## src/rtl/lfsr_word_server.sv

```systemverilog
// lfsr_word_server
//
// Round-robin server that shares one Galois LFSR engine among NREQ
// requesters. A granted request runs the engine for OW serial steps. The
// output bits are collected LSB-first into an OW-bit word. The word is
// returned with a one-cycle, one-hot ack to the requester that was granted.
//
// Ports:
//   clk          clock, rising edge
//   arst         asynchronous, active-high reset
//   req          per-requester request, held until the matching ack
//   ack          one-hot, one-cycle pulse; data is valid while it is high
//   data         generated word (registered, held until the next completion)
//   grant_id     index of the current or last granted requester
//   busy         high while generating and during the ack cycle
//   seed_load    load seed into the engine (honoured only when idle)
//   seed         seed value; zero is replaced by SEED
//   lfsr_state   current engine state, for debug
//   words_served (only with LFSR_WORDS_SERVED_EN) wrapping count of
//                completed words
//
// Optional feature: define LFSR_WORDS_SERVED_EN to add the words_served
// output and its counter.

module lfsr_word_server #(
  parameter int            NREQ = 4,
  parameter int            W    = 8,
  parameter logic [W:0]    POLY = 9'h11D,
  parameter logic [W-1:0]  SEED = 8'h01,
  parameter int            OW   = 8,
  parameter int            IDW  = 2
) (
  input  logic              clk,
  input  logic              arst,
  input  logic [NREQ-1:0]   req,
  output logic [NREQ-1:0]   ack,
  output logic [OW-1:0]     data,
  output logic [IDW-1:0]    grant_id,
  output logic              busy,
`ifdef LFSR_WORDS_SERVED_EN
  output logic [31:0]       words_served,
`endif
  input  logic              seed_load,
  input  logic [W-1:0]      seed,
  output logic [W-1:0]      lfsr_state
);

  localparam int CW = (OW > 1) ? $clog2(OW) : 1;
  localparam logic [CW-1:0]   CNT_LAST = CW'(OW - 1);
  localparam logic [CW-1:0]   CNT_ONE  = CW'(32'd1);
  localparam logic [NREQ-1:0] ACK_ONE  = NREQ'(32'd1);

  typedef enum logic [1:0] {
    ST_IDLE = 2'd0,
    ST_GEN  = 2'd1,
    ST_DONE = 2'd2
  } state_t;

  // One Galois step. Bit 0 of POLY is dropped, so a nonzero state never
  // maps to zero.
  function automatic logic [W-1:0] lfsr_step(input logic [W-1:0] s);
    logic [W-1:0] shifted;
    shifted = {1'b0, s[W-1:1]};
    if (s[0]) begin
      return shifted ^ POLY[W:1];
    end else begin
      return shifted;
    end
  endfunction

  // (base + off) mod NREQ, with base and off both below NREQ.
  function automatic logic [IDW-1:0] rr_index(input logic [IDW-1:0] base,
                                               input int off);
    int t;
    t = int'(base) + off;
    if (t >= NREQ) begin
      t = t - NREQ;
    end else begin
      t = t;
    end
    return IDW'(t);
  endfunction

  state_t          state_r, state_s;
  logic [W-1:0]    lfsr_r, lfsr_s;
  logic [CW-1:0]   cnt_r, cnt_s;
  logic [OW-1:0]   word_r, word_s;
  logic [OW-1:0]   data_r, data_s;
  logic [NREQ-1:0] ack_r, ack_s;
  logic [IDW-1:0]  grant_r, grant_s;
  logic [IDW-1:0]  rr_ptr_r, rr_ptr_s;
  logic            busy_r, busy_s;
  logic            found_s;
  logic [IDW-1:0]  pick_s;

  // Round-robin search that starts at rr_ptr and wraps modulo NREQ.
  always_comb begin
    found_s = 1'b0;
    pick_s  = '0;
    for (int i = 0; i < NREQ; i++) begin
      if (!found_s && req[rr_index(rr_ptr_r, i)]) begin
        found_s = 1'b1;
        pick_s  = rr_index(rr_ptr_r, i);
      end else begin
        found_s = found_s;
      end
    end
  end

  // Next-state and datapath decode.
  always_comb begin
    state_s  = state_r;
    lfsr_s   = lfsr_r;
    cnt_s    = cnt_r;
    word_s   = word_r;
    data_s   = data_r;
    ack_s    = '0;
    grant_s  = grant_r;
    rr_ptr_s = rr_ptr_r;
    case (state_r)
      ST_IDLE: begin
        // A seed load takes the cycle. Any pending grant waits one cycle.
        if (seed_load) begin
          lfsr_s = (seed == '0) ? SEED : seed;
        end else if (found_s) begin
          grant_s = pick_s;
          cnt_s   = '0;
          word_s  = '0;
          state_s = ST_GEN;
        end else begin
          state_s = ST_IDLE;
        end
      end
      ST_GEN: begin
        lfsr_s        = lfsr_step(lfsr_r);
        word_s[cnt_r] = lfsr_r[0];
        cnt_s         = cnt_r + CNT_ONE;
        if (cnt_r == CNT_LAST) begin
          // The last bit is merged into data here, so data and ack become
          // valid together in the DONE cycle.
          data_s  = word_s;
          ack_s   = ACK_ONE << grant_r;
          state_s = ST_DONE;
        end else begin
          state_s = ST_GEN;
        end
      end
      ST_DONE: begin
        rr_ptr_s = rr_index(grant_r, 1);
        state_s  = ST_IDLE;
      end
      default: begin
        state_s = ST_IDLE;
      end
    endcase
    busy_s = (state_s != ST_IDLE);
  end

  // FSM state register.
  always_ff @(posedge clk or posedge arst) begin
    if (arst) begin
      state_r <= ST_IDLE;
    end else begin
      state_r <= state_s;
    end
  end

  // Engine, word assembly and registered outputs.
  always_ff @(posedge clk or posedge arst) begin
    if (arst) begin
      lfsr_r   <= SEED;
      cnt_r    <= '0;
      word_r   <= '0;
      data_r   <= '0;
      ack_r    <= '0;
      grant_r  <= '0;
      rr_ptr_r <= '0;
      busy_r   <= 1'b0;
    end else begin
      lfsr_r   <= lfsr_s;
      cnt_r    <= cnt_s;
      word_r   <= word_s;
      data_r   <= data_s;
      ack_r    <= ack_s;
      grant_r  <= grant_s;
      rr_ptr_r <= rr_ptr_s;
      busy_r   <= busy_s;
    end
  end

`ifdef LFSR_WORDS_SERVED_EN
  logic [31:0] served_r;

  // Count of completed words. It wraps naturally and is unaffected by seed
  // loads.
  always_ff @(posedge clk or posedge arst) begin
    if (arst) begin
      served_r <= 32'd0;
    end else if (state_r == ST_DONE) begin
      served_r <= served_r + 32'd1;
    end else begin
      served_r <= served_r;
    end
  end

  assign words_served = served_r;
`endif

  assign ack        = ack_r;
  assign data       = data_r;
  assign grant_id   = grant_r;
  assign busy       = busy_r;
  assign lfsr_state = lfsr_r;

endmodule

```

## config.mk

```make
export PLATFORM = sky130hd
export DESIGN_NAME = lfsr_word_server
export DESIGN_NICKNAME = d
export VERILOG_FILES = /design/src/rtl/lfsr_word_server.sv
export SDC_FILE = /design/constraint.sdc
export NUM_CORES = 1
export LEC_CHECK = 0
export BUFFER_PORTS_ARGS = -buffer_cell sky130_fd_sc_hd__buf_2
export CORE_ASPECT_RATIO = 1.25
export CORE_MARGIN = 4
export CORE_UTILIZATION = 40
export DETAILED_ROUTE_END_ITERATION = 10
export PLACE_DENSITY = 0.7
export SLEW_MARGIN = 25
export SYNTH_ARGS = -nofsm -noshare
export SYNTH_HDL_FRONTEND = slang
export SYNTH_SLANG_ARGS = --single-unit
```

## constraint.sdc

```tcl
create_clock -name clk -period 3.05 [get_ports clk]
set_input_delay 0.4575 -clock clk [delete_from_list [all_inputs] [get_ports clk]]
set_output_delay 0.4575 -clock clk [all_outputs]
set_load 0.005 [all_outputs]
```

==> impl_metrics.env, run 1 <==
export IMPL_final_cell_mix="dfrtp_1 (37), buf_2 (37), nand2_1 (28)"
export IMPL_synth_warnings=0
export IMPL_finalHoldViolations=0
export IMPL_slew_headroom_pct=44.5
export IMPL_power_w=0.00208
export IMPL_synthesis_area_sq_mm=0.00188
export IMPL_grt_pass1_vias=1295
export IMPL_fin_nets=244
export IMPL_yosys_most_used_dff="dfrtp_1"
export IMPL_postCtsHoldBufs=0
export IMPL_syn2layout_area_growth_pct=16.8
export IMPL_postCtsSetupRepairBufs=0
export IMPL_die_x_um=69.4
export IMPL_syn_nets=208
export IMPL_antenna_left=0
export IMPL_initial_core_util_pct=41.9
export IMPL_rsz0062_at_grt="no"
export IMPL_synth_edff_count=0
export IMPL_diodes=0
export IMPL_tns_ns=0
export IMPL_grt_overflow=0
export IMPL_cts_tree="yes"
export IMPL_multiInputGateArea_sq_um=858
export IMPL_via_per_inst=5.02
export IMPL_drv_cap=0
export IMPL_grt_use_total_pct=12.9
export IMPL_die_area_sq_mm=0.00588
export IMPL_drt_iter0_drc=37
export IMPL_io_buffers=37
export IMPL_ir_worst_vdd_mv=0.429
export IMPL_finalSetupViolCount=0
export IMPL_critPathKind="reg -> reg"
export IMPL_p_per_area_mw_per_mm2=943
export IMPL_postLayoutCoreUtil_pct=49.0
export IMPL_gp_congestion=0.771
export IMPL_grt_max_degree=23
export IMPL_fillers=431
export IMPL_yosysSeqAreaShare_pct=50.5
export IMPL_synth_distinct_cells=34
export IMPL_yosys_top_cells_area="dfrtp_1 (49%), mux2i_1 (6.9%), nand2_1 (5.6%)"
export IMPL_ios=38
export IMPL_core_sq_mm=0.00449
export IMPL_routed_wl_um=3670
export IMPL_syn_inst=187
export IMPL_hold_class="in -> async"
export IMPL_register_area_sq_um=952
export IMPL_grt_pass1_wl_um=6040
export IMPL_cts_buffer_depth=2
export IMPL_numCtsBuffers=5
export IMPL_cp_required_ns=3.23
export IMPL_start_kind="flop"
export IMPL_cts_root_buf="clkbuf_8"
export IMPL_insertion_delay_ns=0.28
export IMPL_drive_gt1_share_pct=22.3
export IMPL_fin_crit_sh_pct=59.4
export IMPL_ctsResizeCount=0
export IMPL_synth_avg_cell_area_sq_um=10.1
export IMPL_drc=0
export IMPL_leakagePower_nw=1.08
export IMPL_max_freq_ghz=0.552
export IMPL_finClkSkew_ns=0.00371
export IMPL_dr_pass1_iters=4
export IMPL_rows=27
export IMPL_wire_per_inst_um=13.0
export IMPL_htree_levels=2
export IMPL_dieHeight_um=84.7
export IMPL_arrival_ns=1.99
export IMPL_cts_sinks=38
export IMPL_ys_ff_latch=38
export IMPL_outcome="finished clean"
export IMPL_fin_crit_ns=1.81
export IMPL_endpoint_kind="flop"
export IMPL_antenna_found_initial=0
export IMPL_yosysTopAreaCellShare_pct=49.1
export IMPL_crit_fanout=17
export IMPL_maxSlewViolCount=0
export IMPL_worstMarginPinSlew_ns=0.831
export IMPL_synth_area_leader_cell="dfrtp_1"
export IMPL_vias=1416
export IMPL_hpwl_um=2720
export IMPL_synthArstFlopShare_pct=100
export IMPL_cts_clk_slew_worst_paths_ns=0.07
-- metal layers --
metal	wire [um]	track usage, %
met1	1560	15.5
met4	72	5.86
met5	0	0
met3	161	3.35
met2	1880	21.4
-- Yosys cell counts (2+ instances only) --
cell type / instances
or3_1: 3
buf_2: 5
nor2_1: 2
inv_1: 9
ha_1: 6
and2_1: 5
o211ai_1: 3
mux2i_1: 13
nand3_1: 2
nand3b_1: 4
a22oi_1: 2
o22ai_1: 5
nand2_1: 28
dfrtp_1: 37
a21oi_1: 7
nand2b_1: 5
nor3b_1: 3
clkbuf_1: 4
and3b_1: 4
o21ai_0: 20
nor3_1: 3
nor2b_1: 3
xor2_1: 3
-- final cells by class --
cell class | instances | share of cell area, %
Clock inverter | 1 | 0.227
Multi-Input combinational cell | 131 | 39.0
Inverter | 9 | 1.53
Sequential cell | 38 | 43.3
Clock buffer | 7 | 3.92
Tap cell | 58 | 3.30
Timing Repair Buffer | 38 | 8.75
-- critical path, cell delays in order (launching register included) --
cell and delay, ns:
dfrtp_1 0.48, ha_1 0.25, ha_1 0.20, nand3b_1 0.41, inv_1 0.17, and2_1 0.20
-- kinds of logic (layout without fill, tap and decap cells) --
kind of cell    after synthesis  count (layout)  synth area share [%]
flops                        38              38                  50.5
simple gates                 65              65                  18.6
xor+xnor                      3               3                  1.39
compound gates               43              43                  14.1
mux                          14              14                  7.50
buf+inv                      18              55                  3.92
fa+ha+maj                     6               6                  3.98
-- flip-flops by register name, summed over array words and instances (netlist names) --
signal      cells
ack             4
busy            1
cnt_r           3
data            8
grant_id        2
lfsr_state      8
rr_ptr_r        2
state_r         2
word_r          8
-- stage by stage --
step | cell area (sq um) | setup slack (ns) | hold slack, ns | std cells
floorplan | 1880 | 1.69 | 0.473 | 187
global placement | 2110 | 1.29 | 0.458 | 274
detailed placement | 2110 | 1.23 | 0.468 | 274
CTS | 2200 | 1.21 | 0.365 | 282
global route | 2200 | 1.10 | 0.400 | 282
finish | 2200 | 1.24 | 0.331 | 282
-- worst paths after layout --
| kind | startpoint | endpoint | slack (ns) | depth (start not counted) |
|---|---|---|---|---|
| worst max-delay path | cnt_r[0]$_DFFE_PP0P_ | ack[0]$_DFF_PP0_ | 1.24 | 5 |
| worst min-delay path | arst | ack[3]$_DFF_PP0_ | 0.33 | 2 |
| worst max register to register | cnt_r[0]$_DFFE_PP0P_ | ack[0]$_DFF_PP0_ | 1.24 | 5 |
| worst min register to register | data[1]$_DFFE_PP0P_ | data[1]$_DFFE_PP0P_ | 0.48 | 2 |
| max in group asynchronous | arst | word_r[0]$_DFFE_PP0P_ | 1.99 | 3 |
| min in group clk | data[1]$_DFFE_PP0P_ | data[1]$_DFFE_PP0P_ | 0.48 | 2 |
-- power breakdown --
| part | internal, W | total, W | switching (W) |
|---|---|---|---|
| Clock | 0.000182 | 0.000351 | 0.000169 |
| Combinational | 0.000379 | 0.000783 | 0.000404 |
| Sequential | 0.000715 | 0.000942 | 0.000228 |
| Total | 0.00128 | 0.00208 | 0.000800 |
(Power assumes the default switching activity.)
==> run 2: changes to the inputs <==
- ABC_AREA: unset -> 1
- PLACE_DENSITY: 0.7 -> 0.72
- clock period: 3.05 -> 1.5 ns (I/O delays scaled with it)
==> run 2 against run 1 <==
Effect of this change:
- synthesized cell count up 35%
- count of clock-buffer cells in the layout rose by 1
- power grew to 2.6 times the previous value
- sequential share of layout area decreased by 7.1 points
- first-iteration DRC count is 59% higher
- sequential power is 93% higher
- critical endpoint is now word_r[4]$_DFFE_PP0P_
- largest power group is now combinational cells
==> impl_metrics.env, run 2 <==
export IMPL_outcome="finished clean"
export IMPL_rsz0062_at_grt="yes"
export IMPL_synth_avg_cell_area_sq_um=7.92
export IMPL_fin_nets=333
export IMPL_slew_headroom_pct=74.0
export IMPL_routed_wl_um=4490
export IMPL_rrSetupSlack_ns=0.02
export IMPL_htree_levels=2
export IMPL_yosysTopAreaCellShare_pct=46.2
export IMPL_synth_warnings=0
export IMPL_grt_use_total_pct=14.8
export IMPL_cp_required_ns=1.73
export IMPL_start_kind="flop"
export IMPL_final_cell_mix="nand2_1 (75), buf_2 (37), dfrtp_1 (36)"
export IMPL_crit_fanout=6
export IMPL_ir_worst_vdd_mv=0.992
export IMPL_critPathKind="reg -> reg"
export IMPL_reg2regPathDepth=10
export IMPL_insertion_delay_ns=0.29
export IMPL_drt_iter0_drc=59
export IMPL_antenna_left=0
export IMPL_tns_ns=0
export IMPL_cts_sinks=38
export IMPL_syn_nets=274
export IMPL_leakagePower_nw=1.37
export IMPL_p_per_area_mw_per_mm2=2060
export IMPL_finalSetupViolCount=0
export IMPL_gp_congestion=0.887
export IMPL_worstMarginPinSlew_ns=0.389
export IMPL_hpwl_um=3180
export IMPL_dieHeight_um=87.1
export IMPL_synth_edff_count=0
export IMPL_fin_crit_sh_pct=98.6
export IMPL_cts_tree="yes"
export IMPL_ys_ff_latch=38
export IMPL_synthesis_area_sq_mm=0.00200
export IMPL_cts_clk_slew_worst_paths_ns=0.07
export IMPL_drive_gt1_share_pct=31.3
export IMPL_diodes=0
export IMPL_fillers=426
export IMPL_cts_root_buf="clkbuf_8"
export IMPL_synth_area_leader_cell="dfrtp_1"
export IMPL_antenna_found_initial=0
export IMPL_die_x_um=71.3
export IMPL_ios=38
export IMPL_grt_pass1_vias=1734
export IMPL_r2r_start="rr_ptr_r[0]$_DFFE_PP0N_"
export IMPL_yosys_top_cells_area="dfrtp_1 (46%), nand2_1 (15%), o21ai_0 (7.2%)"
export IMPL_r2r_end="word_r[4]$_DFFE_PP0P_"
export IMPL_vias=1865
export IMPL_via_per_inst=5.00
export IMPL_fin_crit_ns=1.48
export IMPL_yosysSeqAreaShare_pct=47.5
export IMPL_min_to="lfsr_state[6]$_DFFE_PP0P_"
export IMPL_initial_core_util_pct=41.8
export IMPL_cts_buffer_depth=2
export IMPL_wire_per_inst_um=12.0
export IMPL_grt_pass1_wl_um=7380
export IMPL_postLayoutCoreUtil_pct=55.0
export IMPL_grt_overflow=0
export IMPL_finalHoldViolations=0
export IMPL_die_area_sq_mm=0.00621
export IMPL_yosys_most_used_dff="dfrtp_1"
export IMPL_syn2layout_area_growth_pct=31.6
export IMPL_ys_top_cells_by_count="nand2_1 (81), dfrtp_1 (37), o21ai_0 (29)"
export IMPL_final_common_cell="nand2_1"
export IMPL_finClkSkew_ns=0.00730
export IMPL_holdPathStages=3
export IMPL_dr_pass1_iters=4
export IMPL_maxSlewViolCount=0
export IMPL_numCtsBuffers=5
export IMPL_hp_start="seed[6]"
export IMPL_max_freq_ghz=0.676
export IMPL_rows=28
export IMPL_arrival_ns=1.71
export IMPL_hold_class="in -> reg"
export IMPL_synth_distinct_cells=25
export IMPL_synthArstFlopShare_pct=100
export IMPL_core_sq_mm=0.00480
export IMPL_grt_max_degree=31
export IMPL_drv_cap=0
export IMPL_endpoint_kind="flop"
export IMPL_drc=0
export IMPL_yosysMostFrequentCell="nand2_1"
export IMPL_io_buffers=37
export IMPL_syn_inst=253
[run 2: cell count changes after synthesis, sizes merged, moves of 5 or more]
cell	previous run	this run
nand2	28	84
nand3	2	27
nor2	2	16
inv	9	21
mux2i	13	3
o21ai	20	29
and2	5	0
nand2b	5	0
[run 2: cells by family (layout without fill, tap and decap cells)]
family / after synthesis / in the layout / synth area share (%)
AND/OR/NAND/NOR: 133 / 134 / 28.8
AO/OA/AOI/OAI: 40 / 40 / 10.9
flip-flops: 38 / 38 / 47.5
buffers and inverters: 30 / 89 / 6.24
adder cells (fa/ha/maj): 6 / 6 / 3.75
XOR/XNOR: 3 / 3 / 1.31
multiplexers: 3 / 3 / 1.50
[run 2: worst max path at each step]
| stage | from | slack (ns) | endpoint | cells past startpoint |
|---|---|---|---|---|
| final | rr_ptr_r[0]$_DFFE_PP0N_ | 0.02 | word_r[4]$_DFFE_PP0P_ | 10 |
| after global routing | rr_ptr_r[0]$_DFFE_PP0N_ | -0.11 | grant_id[0]$_DFFE_PP0P_ | 11 |
| after CTS | rr_ptr_r[0]$_DFFE_PP0N_ | 0.01 | grant_id[0]$_DFFE_PP0P_ | 10 |
| after detailed placement | rr_ptr_r[0]$_DFFE_PP0N_ | -0.08 | word_r[7]$_DFFE_PP0P_ | 9 |
| after global placement | rr_ptr_r[0]$_DFFE_PP0N_ | -0.04 | word_r[2]$_DFFE_PP0P_ | 9 |
| after floorplan | cnt_r[0]$_DFFE_PP0P_ | 0.02 | data[7]$_DFFE_PP0P_ | 6 |
[run 2: repair_timing]
action	CTS	global route
endpoints found under the setup margin	15	24
pin swaps	0	4
cloned	0	1
gates resized for setup	3	30
setup buffers	0	4
hold endpoints to repair	8	0
hold buffers	1	0
[run 2: per-stage QoR]
step | std cells | hold slack [ns] | setup WS (ns) | power (W) | cell area (sq um)
finish | 373 | 0.164 | 0.0204 | 0.00544 | 2640
detailed placement | 359 | 0.227 | -0.0827 | 0.00435 | 2370
CTS | 368 | 0.156 | 0.0112 | 0.00521 | 2510
global placement | 359 | 0.220 | -0.0388 | 0.00427 | 2370
global route | 373 | 0.170 | -0.106 | 0.00598 | 2640
floorplan | 253 | 0.353 | 0.0192 | 0.00344 | 2000
[run 2: critical path, cell delays in order, from the launching register on]
cell and delay, ns:
dfrtp_2 0.47, buf_6 0.15, nand2_2 0.06, nand2_2 0.06, nand2_2 0.07, nand2_2 0.06
nor2_4 0.13, nand3_4 0.14, nand3_4 0.14, nand3_1 0.09, nand2_1 0.07
[run 2: power breakdown]
| part | switching (W) | internal (W) |
|---|---|---|
| sequential | 0.000351 | 0.00147 |
| clock | 0.000343 | 0.000464 |
| combinational | 0.00159 | 0.00123 |
| total | 0.00229 | 0.00316 |
[run 2: metal layers]
layer  vias up  part of all wire, %  global-route usage, %
li1        954                    -                      -
met1       868                   41                   16.9
met2        36                   53                   27.3
met3         7                  4.4                   2.77
met4         0                  1.6                   5.13
met5         -                    0                      0
[run 2: layout make-up]
cell class / count / area, sq um / share of cell area, %
Clock buffer: 8 / 110 / 4.17
Sequential cell: 38 / 953 / 36.1
Timing Repair Buffer: 59 / 389 / 14.8
Multi-Input combinational cell: 186 / 1020 / 38.9
Tap cell: 60 / 75.1 / 2.85
Inverter: 22 / 85.1 / 3.23
